$ cat src/rtl/lcd_bus_pkg.sv
// Shared definitions for the LCD bus arbiter: state encoding, the guard
// counter sizing helper and the default LCD data width.
package lcd_bus_pkg;

    localparam int LCD_DATA_W = 8;

    typedef enum logic [1:0] {
        ST_IDLE  = 2'd0,
        ST_OWN   = 2'd1,
        ST_GUARD = 2'd2
    } state_t;

    // Width of the guard down-counter; a guard of 0 behaves as 1, and the
    // counter is never narrower than one bit.
    function automatic int guard_cnt_w(input int guard_cyc);
        int g;
        g = (guard_cyc < 1) ? 1 : guard_cyc;
        return (g <= 1) ? 1 : $clog2(g);
    endfunction

endpackage

$ cat src/rtl/lcd_arb_picker.sv
// Combinational winner selection for the LCD bus arbiter. Fixed mode picks
// the lowest eligible index; round-robin mode starts searching just after
// the pointer and wraps. Exactly one winner bit is set when valid is high.
module lcd_arb_picker
    import lcd_bus_pkg::*;
#(
    parameter int N_SRC = 2,
    parameter int PTR_W = 1
) (
    input  logic [N_SRC-1:0] eligible,
    input  logic [PTR_W-1:0] rr_ptr,
    input  logic             rr_mode,
    output logic [N_SRC-1:0] winner,
    output logic [PTR_W-1:0] winner_idx,
    output logic             valid
);

    int idx;

    // Scan candidates in priority order and keep the first eligible one.
    always_comb begin
        winner     = '0;
        winner_idx = '0;
        valid      = 1'b0;
        idx        = 0;
        for (int k = 0; k < N_SRC; k++) begin
            if (rr_mode) idx = (int'(rr_ptr) + 1 + k) % N_SRC;
            else         idx = k;
            if (!valid && eligible[idx]) begin
                valid       = 1'b1;
                winner[idx] = 1'b1;
                winner_idx  = PTR_W'(idx);
            end
        end
    end

endmodule

$ cat src/rtl/lcd_bus_arbiter.sv
// Registered grant-based arbiter for the shared HD44780-style LCD bus.
// Source 0 (init sequencer) is the only eligible source until init completes.
// E is forced low on every ownership change and a guard gap separates owners.
// Handshake: a source holds src_req high for a whole transaction; while its
// src_grant bit is high its data/RS/RW/E reach the pins one cycle later;
// dropping src_req ends the transaction and E is forced low the next cycle.
module lcd_bus_arbiter
    import lcd_bus_pkg::*;
#(
    parameter int N_SRC     = 2,
    parameter int DATA_W    = LCD_DATA_W,
    parameter int GUARD_CYC = 4,
    parameter int RR_MODE   = 0
) (
    input  logic                    clk,
    input  logic                    rst,
    input  logic                    init_complete_flag,
    input  logic [N_SRC-1:0]        src_req,
    input  logic [N_SRC*DATA_W-1:0] src_data,
    input  logic [N_SRC-1:0]        src_rs,
    input  logic [N_SRC-1:0]        src_rw,
    input  logic [N_SRC-1:0]        src_e,
    output logic [N_SRC-1:0]        src_grant,
    output logic [DATA_W-1:0]       data,
    output logic                    RS,
    output logic                    RW,
    output logic                    E,
    output logic                    busy
);

    localparam int PTR_W = $clog2(N_SRC);
    localparam int CNT_W = guard_cnt_w(GUARD_CYC);
    localparam int GUARD_EFF = (GUARD_CYC < 1) ? 1 : GUARD_CYC;
    localparam logic [CNT_W-1:0] GUARD_LOAD = CNT_W'(GUARD_EFF - 1);
    localparam logic [PTR_W-1:0] PTR_RST = PTR_W'(N_SRC - 1);

    state_t             state, state_n;
    logic [PTR_W-1:0]   rr_ptr, rr_ptr_n;
    logic [CNT_W-1:0]   cnt, cnt_n;
    logic [N_SRC-1:0]   grant_n;
    logic [DATA_W-1:0]  data_n;
    logic               rs_n, rw_n, e_n;

    logic [N_SRC-1:0]   eligible;
    logic [N_SRC-1:0]   pick_onehot;
    logic [PTR_W-1:0]   pick_idx;
    logic               pick_valid;

    logic               own_req, own_rs, own_rw, own_e;
    logic [DATA_W-1:0]  own_data;
    logic               own_exit;

    assign eligible = init_complete_flag ? src_req
                                         : {{(N_SRC-1){1'b0}}, src_req[0]};
    assign busy     = (state != ST_IDLE);

    lcd_arb_picker #(
        .N_SRC (N_SRC),
        .PTR_W (PTR_W)
    ) u_picker (
        .eligible   (eligible),
        .rr_ptr     (rr_ptr),
        .rr_mode    (RR_MODE != 0),
        .winner     (pick_onehot),
        .winner_idx (pick_idx),
        .valid      (pick_valid)
    );

    // Mux the current owner's signals; the owner index is the RR pointer,
    // which always holds the last winner.
    always_comb begin
        own_req  = 1'b0;
        own_rs   = 1'b0;
        own_rw   = 1'b0;
        own_e    = 1'b0;
        own_data = '0;
        for (int i = 0; i < N_SRC; i++) begin
            if (rr_ptr == PTR_W'(i)) begin
                own_req  = src_req[i];
                own_rs   = src_rs[i];
                own_rw   = src_rw[i];
                own_e    = src_e[i];
                own_data = src_data[i*DATA_W +: DATA_W];
            end
        end
    end

    assign own_exit = !own_req || (!init_complete_flag && (rr_ptr != '0));

    // Next-state and next-output logic; E defaults low so it only follows
    // the owner while a transaction is genuinely in progress.
    always_comb begin
        state_n  = state;
        rr_ptr_n = rr_ptr;
        cnt_n    = cnt;
        grant_n  = src_grant;
        data_n   = data;
        rs_n     = RS;
        rw_n     = RW;
        e_n      = 1'b0;
        case (state)
            ST_IDLE: begin
                if (pick_valid) begin
                    state_n  = ST_OWN;
                    grant_n  = pick_onehot;
                    rr_ptr_n = pick_idx;
                end
            end
            ST_OWN: begin
                if (own_exit) begin
                    state_n = ST_GUARD;
                    grant_n = '0;
                    cnt_n   = GUARD_LOAD;
                end else begin
                    data_n = own_data;
                    rs_n   = own_rs;
                    rw_n   = own_rw;
                    e_n    = own_e;
                end
            end
            ST_GUARD: begin
                if (cnt == '0) state_n = ST_IDLE;
                else           cnt_n   = cnt - 1'b1;
            end
            default: begin
                state_n = ST_IDLE;
                grant_n = '0;
            end
        endcase
    end

    // State, pointer, counter and pin registers with synchronous reset.
    always_ff @(posedge clk) begin
        if (rst) begin
            state     <= ST_IDLE;
            rr_ptr    <= PTR_RST;
            cnt       <= '0;
            src_grant <= '0;
            data      <= '0;
            RS        <= 1'b0;
            RW        <= 1'b0;
            E         <= 1'b0;
        end else begin
            state     <= state_n;
            rr_ptr    <= rr_ptr_n;
            cnt       <= cnt_n;
            src_grant <= grant_n;
            data      <= data_n;
            RS        <= rs_n;
            RW        <= rw_n;
            E         <= e_n;
        end
    end

endmodule

$ cat config.mk
export PLATFORM = sky130hd
export DESIGN_NAME = lcd_bus_arbiter
export DESIGN_NICKNAME = d
export VERILOG_FILES = /design/src/rtl/lcd_bus_pkg.sv /design/src/rtl/lcd_arb_picker.sv /design/src/rtl/lcd_bus_arbiter.sv
export SDC_FILE = /design/constraint.sdc
export NUM_CORES = 1
export LEC_CHECK = 0
export ABC_AREA = 1
export CORE_AREA = 2 2 53 55
export CTS_BUF_LIST = sky130_fd_sc_hd__clkbuf_8
export DETAILED_ROUTE_END_ITERATION = 6
export DIE_AREA = 0 0 55 57
export GPL_TIMING_DRIVEN = 1
export MAX_ROUTING_LAYER = met4
export PLACE_DENSITY = 0.78
export SETUP_SLACK_MARGIN = 0.3
export SLEW_MARGIN = 25
export SYNTH_ARGS = -nofsm -noshare
export SYNTH_HDL_FRONTEND = slang
export SYNTH_SLANG_ARGS = --single-unit
$ cat constraint.sdc
create_clock -name clk -period 1.6 [get_ports clk]
set_input_delay 0.32 -clock clk [delete_from_list [all_inputs] [get_ports clk]]
set_output_delay 0.32 -clock clk [all_outputs]
set_load 0.01 [all_outputs]
# == Word-level counts from Yosys, hierarchy flattened ==
# Cells that the tools add are included.
# op_classes
n_addsub,1
bitwise,3
div_mod_pow,0
eq_ne,6
mux,21
multipliers,0
n_lt_le_gt_ge,0
shift,0
n_reduce_logical,16
# op_table
operator,count
2-bit two-way mux,9
2-bit one-hot mux with 3 select lines,2
3-bit AND reduction,3
1-bit two-way mux,8
8-bit two-way mux,1
2-bit inequality test (second input constant),4
2-bit logical NOT,2
2-bit one-hot mux with 2 select lines,1
2-bit AND reduction,2
2-bit nonzero test,2
1-bit logical NOT,3
1-bit NOT,3
3-bit OR reduction,1
2-bit by 1-bit == test with 1-bit output (second input constant),1
2-bit == test (second input constant),1
1-bit logical AND,2
2-bit by 1-bit subtractor with 2-bit output (second input constant),1
1-bit logical OR,1
# totals
n_memories,0
wordCells,55
inputBits,27
mem_bits_rw,0
output_inout_bits,14
rom_bits,0
register_bits,18
latchBits,0

# == Longest topological paths before layout ==
# logic_depth
ltp_word,7
mapped_depth,8
mapped_depth_nobuf,8

# == By module ==
# A second synthesis with hierarchy kept.
# unflattened
cells_unflattened,140
area_unflattened_um2,925.9
# by_module_without_submodules
mod,area_each_um2,n_inst,seq_area_each_um2,cells_each
lcd_bus_arbiter,883.3,1,360.3,131
lcd_arb_picker,42.5,1,0.0,9

# == Worst setup path after synthesis ==
# Ideal clock, no wire load.
# synth_path
path_kind,register -> register
from,reg cnt[0]
to,reg cnt[0]
synth_period_minus_slack_ns,1.065
slack_ns,0.535
arrival_time_ns,1.002
path_stages_with_launch,9
setup_ns,0.064
path_buffers,0
required_time_ns,1.536
cell_sequence,dfxtp_1 inv_1 ha_1 nand3b_1 o21ai_0 nand2_1 nand2_1 nand2_1 nor2_1
# synth_via
elab_chain_len,3
elab_cells_between_ends,6
classes_between,add/sub: 1; eq/ne: 1; mux: 2; reduce/logical: 2
# synth_lines
element,line_no,text
"start, declared",lcd_bus_arbiter.sv:39,"logic [CNT_W-1:0] cnt, cnt_n;"
"start signal, assigned",lcd_bus_arbiter.sv:146,cnt <= cnt_n;
2-bit by 1-bit subtractor with 2-bit output / 2-bit logical NOT (equally long branches),"lcd_bus_arbiter.sv:123, lcd_bus_arbiter.sv:122",
2-bit two-way mux / 2-bit inequality test (equally long branches),-,
2-bit one-hot mux with 2 select lines / 3-bit AND reduction (equally long branches),-,
# Several ways; a longest one is shown, not always the timed one. The select of a mux whose other input is x is not followed.
# A chain may end at the register's enable or synchronous reset.

==> summary.md <==
| Metric | Value |
|---|---|
| Worst setup endpoint | cnt[1]$_SDFFE_PP0P_ |
| Worst-path fanout max | 13 |
| Antenna cells | 0 |
| Mean post-synth cell area | 6.87 sq um |
| # setup viols final | 0 |
| Leak Pwr | 0.694 nW |
| Gpl congestion | roughly 0.73 |
| Seq/Total Area, Yosys | between 40% and 50% |
| Layout Cells excl Fill | about 200 |
| Status | complete, no violations |
| Wire per inst | approximately 13 microns |
| Final hold violation count | 0 |
| Inst Count DP | between 150 and 200 |
| Max-Cap Viols | 0 |
| PwrDens | just under 900 nW/um^2 |
| Port Buffers | 40 |
| DRC Markers | 0 |
| Total track usage | 16.8% |
| Crit end category | register |
| Clk Latency, worst-skew pair | approximately 270 ps |
| Tightest Pin Transition | slightly below 500 ps |
| Reg2reg setup slack | ~360 ps |
| DRT Pass-1 Iters | 4 |
| Num rows | 19 |
| Initial antenna violation count | 0 |
| Htree depth | 1 |
| Via density | approximately 4.7 |
| Worst-case reg-to-reg path depth | 8 |
| Final min period | 1260 ps |
| Num Clock Sinks | 18 |
| CTS Hold Buffers Added | 0 |
| Post-Syn Instances | ~130 |
| CTS Root Cell | clkbuf_8 |
| Routed WL | about 2600 microns |
| Dpl ws | -6.07 ps |
| Fmax | 794 MHz |
| Routed Antenna Nets | 0 |
| Max-slew violations | 0 |
| Max clock buf depth | 2 |
| Total I/O pin count | 41 |
| CTS tree | done |
| Clock Skew | 1.99 ps |
| Worst Hold Class | in2reg |
| Warnings from Yosys | 0 |
| Setup crit start | rst |
| Fin util | between 50% and 60% |
| Initial DRC count | 15 |
| Worst slew margin | roughly two thirds |
| Layout cell share with drive strength beyond 1 | between 20% and 30% |
| Synth-to-Final Area Change | 68.1% |
| Dpl hpwl | approximately 1700 microns |
| Seq cells post-synth | 18 |
| Unique masters post-synth | 18 |
| FF-to-FF Start | cnt[0]$_SDFFE_PP0P_ |
| Worst setup SP type | primary input |
| Area of the mapped netlist | between 800 and 900 sq um |
| Via count | just under 1000 |
| Tot Pwr | approximately 1.3 mW |
| Worst flop-to-flop path endpoint | cnt[0]$_SDFFE_PP0P_ |
| Die Y-Extent | between 50 and 60 microns |
| Fin crit share | between 70% and 80% |
| Vias in the first global route | approximately 840 |
| First-pass GRT wire length | 3680 microns |
| Gr ovfl total | 0 |
| RSZ-0062 raised after global routing | true |
| Worst setup margin | 341 ps |
| Peak VDD IR | between 600 and 700 uV |
| Setup CP Type | in2reg |
| Die Outline Area | 3140 sq um |
| Starting Density | between 30% and 40% |
| CORE AREA | 2620 sq um |
| Number of buffers created by CTS | 3 |
| Die Wd | roughly 55 microns |
| Nets | 204 |
| Critical Path AT | 1460 ps |
| Data required time at the worst endpoint | approximately 1800 ps |
| Worst hold margin | just over 400 ps |
| Clock transition at path regs | 70 ps |
| Net Count, Synth | ~150 |
| Largest net degree at the start of global routing | 14 |
## sequential cells by signal, indices dropped and copies added, names as in the netlist
register,flops
src_grant,2
rr_ptr,1
RS,1
cnt,2
E,1
RW,1
state,2
data,8
## critical path, stage by stage
cell             delay (ps)
clkdlybuf4s50_1         420
inv_1                   380
o21ai_0                 180
a21oi_1                 150
## cells in the mapped netlist
cell / instances / share of area [%]
clkbuf_2: 1 / 0.58
nor4_2: 1 / 1.5
nand3b_1: 1 / 0.87
dfxtp_1: 18 / 42
o21ai_0: 5 / 2.9
ha_1: 1 / 1.5
o21ai_2: 1 / 1.0
o21ai_1: 7 / 4.1
nand3_1: 4 / 2.3
nand2_1: 41 / 18
buf_2: 2 / 1.2
a21oi_2: 2 / 2.0
nand3_2: 1 / 1.2
buf_6: 2 / 2.6
nor2_1: 7 / 3.1
a21oi_1: 12 / 7.0
inv_2: 1 / 0.44
inv_1: 18 / 7.9
## cell usage in the layout (no fill, tap or decap), types with 2 or more instances in the layout
cell / Yosys / final
dfxtp_2: 0 / 2
inv_1: 18 / 16
nand3_1: 4 / 4
buf_2: 2 / 2
dlygate4sd2_1: 0 / 13
o21ai_0: 5 / 2
buf_6: 2 / 2
o21ai_1: 7 / 5
nand2_2: 0 / 4
dfxtp_1: 18 / 15
nor2_1: 7 / 5
inv_2: 1 / 3
a21oi_1: 12 / 11
nand2_1: 41 / 37
dlymetal6s2s_1: 0 / 2
clkdlybuf4s50_1: 0 / 24
o21ai_2: 1 / 6
clkbuf_8: 0 / 4
a21oi_2: 2 / 3
buf_4: 0 / 7
## worst min-delay path by stage
| stage | cells after the start | to | startpoint | slack, ps |
|---|---|---|---|---|
| global placement | 2 | data[7]$_SDFFE_PP0P_ | data[7]$_SDFFE_PP0P_ | 430 |
| detailed placement | 2 | RW$_SDFFE_PP0P_ | RW$_SDFFE_PP0P_ | 440 |
| global route | 3 | src_grant[0]$_SDFFE_PP0P_ | src_req[0] | 440 |
| finish | 3 | src_grant[0]$_SDFFE_PP0P_ | src_req[0] | 400 |
| CTS | 2 | data[1]$_SDFFE_PP0P_ | data[1]$_SDFFE_PP0P_ | 450 |
| floorplan | 1 | state[0]$_SDFFE_PP0P_ | rst | 380 |
## final cells by class
class	count	area, sq um
fillers	256	1170
repair buffers	51	469
flip-flops and latches	18	367
multi-input cells	83	442
well taps	31	38.8
inverters	19	71.3
clock buffers	4	55.1
## what timing repair did
| item | 4_1_cts | 5_1_grt |
|---|---|---|
| endpoints found under the setup margin | 24 | 17 |
| hold endpoints to repair | 0 | 0 |
| gates resized for setup | 21 | 23 |
| pin swaps | 1 | 5 |
| buffers inserted | 1 | 3 |
| cloned | 2 | 0 |
## layer usage
metal / wire (microns) / track usage, % / up-vias
li1: - / - / 491
met1: 1100 / 19.5 / 451
met2: 1340 / 27.7 / 26
met3: 122 / 3.14 / 3
met4: 36 / 6.62 / 0
met5: 0 / - / -
## logic make-up after synthesis
logic type | synth area share, %
compound gates | 17.1
fa+ha+maj | 1.46
buf+inv | 12.7
flops | 42.0
simple gates | 26.8
## through the flow
stage	area (sq um)	TNS, ps
6_report	1440	0
5_1_grt	1440	0
4_1_cts	1370	0
3_5_place_dp	1300	-6.07
3_3_place_gp	1300	0
2_1_floorplan	858	0
## where the power goes
group / switching [mW] / internal [mW] / leakage, nW
Sequential: 0.0228 / 0.490 / 0.149
Clock: 0.171 / 0.220 / 0.0288
Combinational: 0.189 / 0.177 / 0.517
Total: 0.383 / 0.886 / 0.694
Note: power is estimated with default switching activity, not from simulation.
